[src/rtl/slc3_control_fsm.sv]
// SLC-3 instruction-sequencing control unit.
// A Moore FSM that walks fetch, decode and execute. It drives every datapath
// load enable, bus gate and mux select, plus the active-low SRAM strobes.
// Each SRAM access holds its strobes for MEM_WAIT cycles.
module slc3_control_fsm #(
    parameter int unsigned MEM_WAIT = 2  // SRAM cycles per access, 1..7
) (
    input  logic        clk,
    input  logic        reset,
    input  logic        run,
    input  logic        continue_i,
    input  logic [15:0] IR,
    input  logic        BEN,

    output logic        LD_MAR,
    output logic        LD_MDR,
    output logic        LD_IR,
    output logic        LD_BEN,
    output logic        LD_CC,
    output logic        LD_REG,
    output logic        LD_PC,
    output logic        LD_LED,

    output logic        GatePC,
    output logic        GateMDR,
    output logic        GateALU,
    output logic        GateMARMUX,

    output logic [1:0]  PCMUX,
    output logic        ADDR1MUX,
    output logic [1:0]  ADDR2MUX,
    output logic [1:0]  ALUK,
    output logic        DRMUX,
    output logic        SR1MUX,
    output logic        SR2MUX,
    output logic        MIO_EN,

    output logic        Mem_CE,
    output logic        Mem_OE,
    output logic        Mem_WE,

    output logic [4:0]  state_dbg
);

    typedef enum logic [4:0] {
        StHalted = 5'd0,
        StFetch1,
        StFetch2,
        StFetch3,
        StDecode,
        StAdd,
        StAnd,
        StNot,
        StBrEval,
        StBrTake,
        StJmp,
        StJsr1,
        StJsr2,
        StLdr1,
        StLdr2,
        StLdr3,
        StStr1,
        StStr2,
        StStr3,
        StPause1,
        StPause2
    } state_e;

    localparam logic [3:0] OpBr    = 4'b0000;
    localparam logic [3:0] OpAdd   = 4'b0001;
    localparam logic [3:0] OpJsr   = 4'b0100;
    localparam logic [3:0] OpAnd   = 4'b0101;
    localparam logic [3:0] OpLdr   = 4'b0110;
    localparam logic [3:0] OpStr   = 4'b0111;
    localparam logic [3:0] OpNot   = 4'b1001;
    localparam logic [3:0] OpJmp   = 4'b1100;
    localparam logic [3:0] OpPause = 4'b1101;

    // Count value on the final cycle of a memory access.
    localparam logic [2:0] WaitLast = 3'(MEM_WAIT - 1);

    state_e     state_q, state_d;
    logic [2:0] cnt_q, cnt_d;
    logic       wait_done;

    // Only the opcode, IR[11] (JSR mode) and IR[5] (immediate select) steer control.
    logic unused_ir;
    assign unused_ir = ^{IR[10:6], IR[4:0]};

    assign wait_done = (cnt_q == WaitLast);
    assign state_dbg = state_q;

    // State and wait-counter registers with synchronous reset.
    always_ff @(posedge clk) begin
        if (reset) begin
            state_q <= StHalted;
            cnt_q   <= 3'd0;
        end else begin
            state_q <= state_d;
            cnt_q   <= cnt_d;
        end
    end

    // Next-state logic. The counter runs only inside wait states and clears on exit.
    always_comb begin
        state_d = state_q;
        cnt_d   = 3'd0;
        case (state_q)
            StHalted: begin
                if (run) begin
                    state_d = StFetch1;
                end
            end
            StFetch1: state_d = StFetch2;
            StFetch2: begin
                if (wait_done) begin
                    state_d = StFetch3;
                end else begin
                    cnt_d = cnt_q + 3'd1;
                end
            end
            StFetch3: state_d = StDecode;
            StDecode: begin
                case (IR[15:12])
                    OpAdd:   state_d = StAdd;
                    OpAnd:   state_d = StAnd;
                    OpNot:   state_d = StNot;
                    OpBr:    state_d = StBrEval;
                    OpJmp:   state_d = StJmp;
                    OpJsr:   state_d = StJsr1;
                    OpLdr:   state_d = StLdr1;
                    OpStr:   state_d = StStr1;
                    OpPause: state_d = StPause1;
                    default: state_d = StFetch1;  // unsupported opcode acts as NOP
                endcase
            end
            StAdd, StAnd, StNot: state_d = StFetch1;
            StBrEval: state_d = BEN ? StBrTake : StFetch1;
            StBrTake: state_d = StFetch1;
            StJmp:    state_d = StFetch1;
            StJsr1:   state_d = StJsr2;
            StJsr2:   state_d = StFetch1;
            StLdr1:   state_d = StLdr2;
            StLdr2: begin
                if (wait_done) begin
                    state_d = StLdr3;
                end else begin
                    cnt_d = cnt_q + 3'd1;
                end
            end
            StLdr3:   state_d = StFetch1;
            StStr1:   state_d = StStr2;
            StStr2:   state_d = StStr3;
            StStr3: begin
                if (wait_done) begin
                    state_d = StFetch1;
                end else begin
                    cnt_d = cnt_q + 3'd1;
                end
            end
            StPause1: begin
                if (continue_i) begin
                    state_d = StPause2;
                end
            end
            StPause2: begin
                // Wait for release so a held continue_i cannot skip the next PAUSE.
                if (!continue_i) begin
                    state_d = StFetch1;
                end
            end
            default:  state_d = StHalted;
        endcase
    end

    // Moore output decode; only SR2MUX and the JSR2 address select also look at IR.
    always_comb begin
        LD_MAR     = 1'b0;
        LD_MDR     = 1'b0;
        LD_IR      = 1'b0;
        LD_BEN     = 1'b0;
        LD_CC      = 1'b0;
        LD_REG     = 1'b0;
        LD_PC      = 1'b0;
        LD_LED     = 1'b0;
        GatePC     = 1'b0;
        GateMDR    = 1'b0;
        GateALU    = 1'b0;
        GateMARMUX = 1'b0;
        PCMUX      = 2'b00;
        ADDR1MUX   = 1'b0;
        ADDR2MUX   = 2'b00;
        ALUK       = 2'b00;
        DRMUX      = 1'b0;
        SR1MUX     = 1'b0;
        SR2MUX     = 1'b0;
        MIO_EN     = 1'b0;
        Mem_CE     = 1'b1;
        Mem_OE     = 1'b1;
        Mem_WE     = 1'b1;
        case (state_q)
            StFetch1: begin
                GatePC = 1'b1;
                LD_MAR = 1'b1;
                PCMUX  = 2'b00;
                LD_PC  = 1'b1;
            end
            StFetch2, StLdr2: begin
                Mem_CE = 1'b0;
                Mem_OE = 1'b0;
                MIO_EN = 1'b1;
                LD_MDR = wait_done;
            end
            StFetch3: begin
                GateMDR = 1'b1;
                LD_IR   = 1'b1;
            end
            StDecode: LD_BEN = 1'b1;
            StAdd, StAnd, StNot: begin
                SR1MUX  = 1'b1;
                GateALU = 1'b1;
                LD_REG  = 1'b1;
                LD_CC   = 1'b1;
                DRMUX   = 1'b0;
                if (state_q == StAdd) begin
                    ALUK   = 2'b00;
                    SR2MUX = IR[5];
                end else if (state_q == StAnd) begin
                    ALUK   = 2'b01;
                    SR2MUX = IR[5];
                end else begin
                    ALUK   = 2'b10;
                end
            end
            StBrTake: begin
                ADDR1MUX = 1'b0;
                ADDR2MUX = 2'b10;
                PCMUX    = 2'b10;
                LD_PC    = 1'b1;
            end
            StJmp: begin
                SR1MUX   = 1'b1;
                ADDR1MUX = 1'b1;
                ADDR2MUX = 2'b00;
                PCMUX    = 2'b10;
                LD_PC    = 1'b1;
            end
            StJsr1: begin
                GatePC = 1'b1;
                DRMUX  = 1'b1;
                LD_REG = 1'b1;
            end
            StJsr2: begin
                PCMUX = 2'b10;
                LD_PC = 1'b1;
                if (IR[11]) begin
                    ADDR1MUX = 1'b0;
                    ADDR2MUX = 2'b11;
                end else begin
                    SR1MUX   = 1'b1;
                    ADDR1MUX = 1'b1;
                    ADDR2MUX = 2'b00;
                end
            end
            StLdr1, StStr1: begin
                SR1MUX     = 1'b1;
                ADDR1MUX   = 1'b1;
                ADDR2MUX   = 2'b01;
                GateMARMUX = 1'b1;
                LD_MAR     = 1'b1;
            end
            StLdr3: begin
                GateMDR = 1'b1;
                DRMUX   = 1'b0;
                LD_REG  = 1'b1;
                LD_CC   = 1'b1;
            end
            StStr2: begin
                SR1MUX  = 1'b0;
                ALUK    = 2'b11;
                GateALU = 1'b1;
                MIO_EN  = 1'b0;
                LD_MDR  = 1'b1;
            end
            StStr3: begin
                Mem_CE = 1'b0;
                Mem_WE = 1'b0;
            end
            StPause1: LD_LED = 1'b1;
            default: ;
        endcase
    end

endmodule

[config.mk]
export PLATFORM = sky130hd
export DESIGN_NAME = slc3_control_fsm
export DESIGN_NICKNAME = d
export VERILOG_FILES = /design/src/rtl/slc3_control_fsm.sv
export SDC_FILE = /design/constraint.sdc
export NUM_CORES = 1
export LEC_CHECK = 0
export ABC_AREA = 1
export BUFFER_PORTS_ARGS = -buffer_cell sky130_fd_sc_hd__buf_2
export CAP_MARGIN = 30
export CELL_PAD_IN_SITES_DETAIL_PLACEMENT = 0
export CELL_PAD_IN_SITES_GLOBAL_PLACEMENT = 1
export CORE_MARGIN = 1.5
export CORE_UTILIZATION = 28
export CTS_CLUSTER_DIAMETER = 150
export DETAILED_ROUTE_END_ITERATION = 10
export GPL_TIMING_DRIVEN = 1
export PLACE_DENSITY = 0.89
export RECOVER_POWER = 50
export SLEW_MARGIN = 20
export SYNTH_ARGS = -nofsm -noshare
export SYNTH_HDL_FRONTEND = slang
export SYNTH_SLANG_ARGS = --single-unit
[constraint.sdc]
create_clock -name clk -period 1.55 [get_ports clk]
set_clock_uncertainty 0.1 [all_clocks]
set_input_delay 0.3875 -clock clk [delete_from_list [all_inputs] [get_ports clk]]
set_output_delay 0.3875 -clock clk [all_outputs]
set_load 0.05 [all_outputs]
# ---- Word-level counts from Yosys, hierarchy flattened
# Memories as Yosys holds them, arrays and structs flattened.
# Index checks and enable logic that the tools add are counted.
dict set report word_totals {
  elab_cells 87
  rom_bits 80
  in_bits 21
  out_inout_bits 31
  ff_bits 8
  n_memories 1
}
# name depth width read_ports rd_ports_with_merged_regs wr line
set mem_list {}
lappend mem_list {{(no name shown)} 16 5 1 0 0 124} ;# case (IR[15:12])
dict set report op_classes {
  addsub 1
  n_eq_ne 27
  n_reduce_logical 18
  bitwise 1
  muxes 37
}
# op n
set ops {}
lappend ops {{$pmux W5 S15} 1}
lappend ops {{$eq A5 B4 Y1 const B} 8}
lappend ops {{$mux W5} 6}
lappend ops {{$eq A5 B5 Y1 const B} 5}
lappend ops {{$eq A5 B3 Y1 const B} 4}
lappend ops {{$mux W1} 20}
lappend ops {{$reduce_or A3 Y1} 6}
lappend ops {{$ne A2 B2 Y1 const B} 6}
lappend ops {{$reduce_or A4 Y1} 3}
lappend ops {{$eq A5 B2 Y1 const B} 2}
lappend ops {{$mux W2} 4}
lappend ops {{$reduce_or A2 Y1} 4}
lappend ops {{$reduce_or A7 Y1} 1}
lappend ops {{$pmux W1 S2} 3}
lappend ops {{$pmux W2 S3} 1}
lappend ops {{$reduce_and A6 Y1} 1}
lappend ops {{$reduce_or A6 Y1} 1}
lappend ops {{$eq A5 B1 Y1 const B} 1}
lappend ops {{$logic_not A5 Y1} 1}
lappend ops {{$reduce_or A5 Y1} 1}
lappend ops {{$mux W4} 1}
lappend ops {{$pmux W2 S2} 1}
lappend ops {{$add A3 B1 Y3 const B} 1}
lappend ops {{$eq A3 B1 Y1 const B} 1}
lappend ops {{$not A1 Y1} 1}

# ---- Longest topological paths before layout
dict set report depth {
  depth_word 4
  ltp_mapped 10
  ltp_nobuf 10
}

# ---- Worst setup path before layout
# No wires, ideal clock.
dict set report synth_timing {
  path_kind {flip-flop to output port}
  startpoint {register state_q[2] (netlist: state_dbg[2])}
  endpoint {output ADDR2MUX[0]}
  setup_slack_ps -1980
  arrival_ps 3042
  path_stages_with_launch 6
  required_ps 1062
  n_path_buf 1
  path_cell_list {dfxtp_1 buf_6 nand3_1 o21ai_0 inv_1 o21ai_0}
}
dict set report synth_via {
  elab_chain_cells 3
}
# item line
set synth_rtl {}
lappend synth_rtl {{start, declared} 82} ;# state_e state_q, state_d;
lappend synth_rtl {{start signal, assigned} 96} ;# state_q <= StHalted;
lappend synth_rtl {{start signal, assigned} 99} ;# state_q <= state_d;
lappend synth_rtl {{$eq A5 B4 Y1 / $eq A5 B5 Y1 (equally long branches)} 201} ;# case (state_q)
lappend synth_rtl {{$reduce_or A2 Y1} 201}
lappend synth_rtl {{$pmux W2 S3 (*)} 201}
lappend synth_rtl {{end, declared} 31} ;# output logic [1:0] ADDR2MUX,
# Every way passes the cells marked *; elsewhere a longest branch is shown, timed or not.

# ---- Final worst setup path
dict set report layout_timing {
  startpoint {register state_q[0] (netlist: state_dbg[0])}
  endpoint {output SR1MUX}
}
dict set report layout_via {
  elab_chain_cells 3
}
# item line
set layout_rtl {}
lappend layout_rtl {{$eq A5 B3 Y1, or another cell as far along} 201}
lappend layout_rtl {{$reduce_or A6 Y1 (no source line)} --}
lappend layout_rtl {{$pmux W1 S2 (*)} 201}
lappend layout_rtl {{end, declared} 34} ;# output logic SR1MUX,
# Marked as above.

==> flow_summary.toml <==
[outcome]
outcome = "finished, violations left"
violated_checks = "setup timing"

[layout]
diodes = 0
non_filler_cells_in_the_finished_layout = 305
area_of_all_sequential_standard_cells_sq_um = 179
stdcell_area_sq_mm = 0.00240
post_route_cells_drive_above_1_share_pct = 69.9
multi_input_comb_area_sq_mm = 0.00110
commonest_cells_after_routing_fill_and_taps_aside = "sky130_fd_sc_hd__buf_4, sky130_fd_sc_hd__nand2_1, sky130_fd_sc_hd__buf_6"
area_delta_synth_final_pct = 151
layout.cells.most_common = "sky130_fd_sc_hd__buf_4"
design.final.nets = 287
fillCellCount = 214

[setup_path]
timing.critical_path.slowest_cell_delay_ns = 0.38
required_ns = 1.06
slowest_stage = "sky130_fd_sc_hd__dfxtp_4"
cell_with_the_most_instances_on_the_worst_path = "sky130_fd_sc_hd__buf_6"
worst_ep_arrival_time_ns = 1.48
worst-path-max-fanout = 5
crit_chain = "nor2_4 -> inv_2 -> buf_6 -> nand2_8 -> nand4_1 -> buf_6"
setup.worst_path.start_class = "flip-flop"
worst_setup_path_end_kind = "output port"
timing.setup.critical_path_class = "flip-flop to output port"
crit_buf_inv = 3
critical-path-top-delay-family = "simple AND/OR/NAND/NOR gates"

[placed_design]
placed_area_sq_mm = 0.00172
dp_hpwl_mm = 2.58
port_buffer_count = 40
dp_cells = 284
final_estimated_routing_congestion_in_global_placement = 0.837
pre_cts_ws_ns = -0.233

[global_routing]
first_global_vias = 1321
grt-ovfl-total = 0
grt_antenna_before_repair = 0
grt_start_max_net_pins = 8
grt_first_pass_wirelength_mm = 5.89
grtUsageTotal_pct = 21.2

[pwr]
comb_power_share_pct = 58.3
p_leak_nw = 1.13
internal_power_uw = 536
clock_network_fraction_of_total_power_pct = 18.4
irDropWorstVdd_v = 0.000336
pwr_density_cell_mw_per_mm2 = 415
power.share.sequential_pct = 23.2
swShare_pct = 46.2
power.switching_uw = 460

[logic_synthesis]
flop_and_latch_count_out_of_synthesis = 8
postSynthAreaPerCell_sq_um = 5.75
yosys.area.top_type_share_pct = 22.0
synthTopCellsByArea = "sky130_fd_sc_hd__nand2_1, sky130_fd_sc_hd__dfxtp_1, sky130_fd_sc_hd__inv_1"
synth_fp_nets = 193
synth_cell_area_sq_um = 955
synth_cell_type_count = 25
synth_largest_area_cell = "sky130_fd_sc_hd__nand2_1"
syn_inst = 166
yosysSeqAreaShare_pct = 16.8
synth-warning-count = 0

[die]
std_cell_rows = 21
dieHeight_um = 61.4
die-width_um = 61.4
design.die.area_sq_mm = 0.00377
start_util_pct = 28.8
design.core.area_sq_mm = 0.00331
ioPinCount = 52

[timing]
post_route_fraction_of_the_period_consumed_by_the_critical_path_pct = 127
fmax_mhz = 508
layout_min_cycle_time_ns = 1.97
final-setup-viol-count = 29
finalHoldViolations = 0
count_of_final_max_slew_check_failures = 0
postLayoutSetupSlackWorst_ns = -0.419
rsz0062_at_grt = "true"
setup_tns_ns = -8.49

[routing]
wl_per_cell_um = 13.7
number_of_iterations_in_the_first_detailed_routing_pass = 4
drt_wl_total_mm = 4.18
drt_first_iter_violations = 62
antenna_nets_post_route = 0
detail_route.vias_per_cell = 4.70
num_vias = 1432
drc = 0

[clock_network]
cts.htree.levels = 1
cts_num_sinks = 8
hold_buffers = 0
cts_made_buffers = 3
cts_tree = "yes"
clock_tree_buf_depth = 2
cts.clk_slew.worst_paths_ns = 0.06
clock_latency_ns = 0.27
clock_tree.root_cell = "sky130_fd_sc_hd__clkbuf_4"

[hold_path]
type_of_the_most_critical_hold_path = "primary input to flip-flop"

[flow_run]
cap_violations = 0
## metrics by stage
step           hold slack (ns)  power [mW]  utilization, %
3_5_place_dp             0.417       0.641            52.0
2_1_floorplan            0.321       0.508               -
6_report                 0.257       0.996            72.5
4_1_cts                  0.259       0.903            65.9
3_3_place_gp             0.403       0.639            52.0
5_1_grt                  0.257        1.05            72.5
## final timing paths
path,startpoint,end,slack (ns),cells after the start
hold / removal,reset,state_dbg[4],0.26,2
setup / recovery,state_dbg[0],SR1MUX,-0.42,6
hold reg to reg,cnt_q[0],cnt_q[0],0.42,2
setup reg to reg,state_dbg[4],state_dbg[1],-0.13,11
## power groups by stage
| stage | Combinational, mW | Sequential, mW | Clock (mW) |
|---|---|---|---|
| 4_1_cts | 0.501 | 0.229 | 0.173 |
| 5_1_grt | 0.614 | 0.232 | 0.202 |
| 6_report | 0.581 | 0.231 | 0.184 |
| 3_5_place_dp | 0.412 | 0.230 | 0 |
| 2_1_floorplan | 0.256 | 0.252 | 0 |
| 3_3_place_gp | 0.409 | 0.230 | 0 |
## synth_stat cells (all sizes together)
cell type and number:
nor3 2, nor2 25, nand4 2, nand3b 1, buf 3, nand2 58, o211ai 1, conb 1
or2 1, o22ai 1, a21oi 9, nand3 15, ha 6, inv 26, a31oi 1, dfxtp 8
o21ai 5, xnor2 1
## cell families after synthesis
family	count (synthesis)	share of synthesized area [%]
fa+ha+maj	6	7.86
xor+xnor	1	0.918
other cells	1	0.393
flops	8	16.8
buf+inv	29	13.4
simple gates	104	50.9
compound gates	17	9.83
## metal layers
| metal | vias up | track usage, % | part of all wire (%) |
|---|---|---|---|
| met4 | 0 | 4.26 | 2.7 |
| li1 | 709 | - | - |
| met5 | - | 0 | 0 |
| met1 | 657 | 23.5 | 37 |
| met3 | 9 | 2.10 | 4.8 |
| met2 | 57 | 42.9 | 56 |
## cell type report
cell class,instances,area share (%)
repair buffers,92,38.1
well taps,46,2.40
inverters,26,5.01
clock buffers,4,1.09
flip-flops and latches,8,7.46
multi-input cells,129,45.9
## state kept, by name, indices dropped and copies added (netlist names)
signal / flops
cnt_q: 3
state_dbg: 5
## what timing repair did
action                                  in CTS  in global routing
cloned                                       0                  0
setup buffers                               12                 14
resized for setup                          104                 45
endpoints found under the setup margin      29                 35
pin swaps                                   20                 27
No activity file was read; power rests on OpenSTA's default activity.
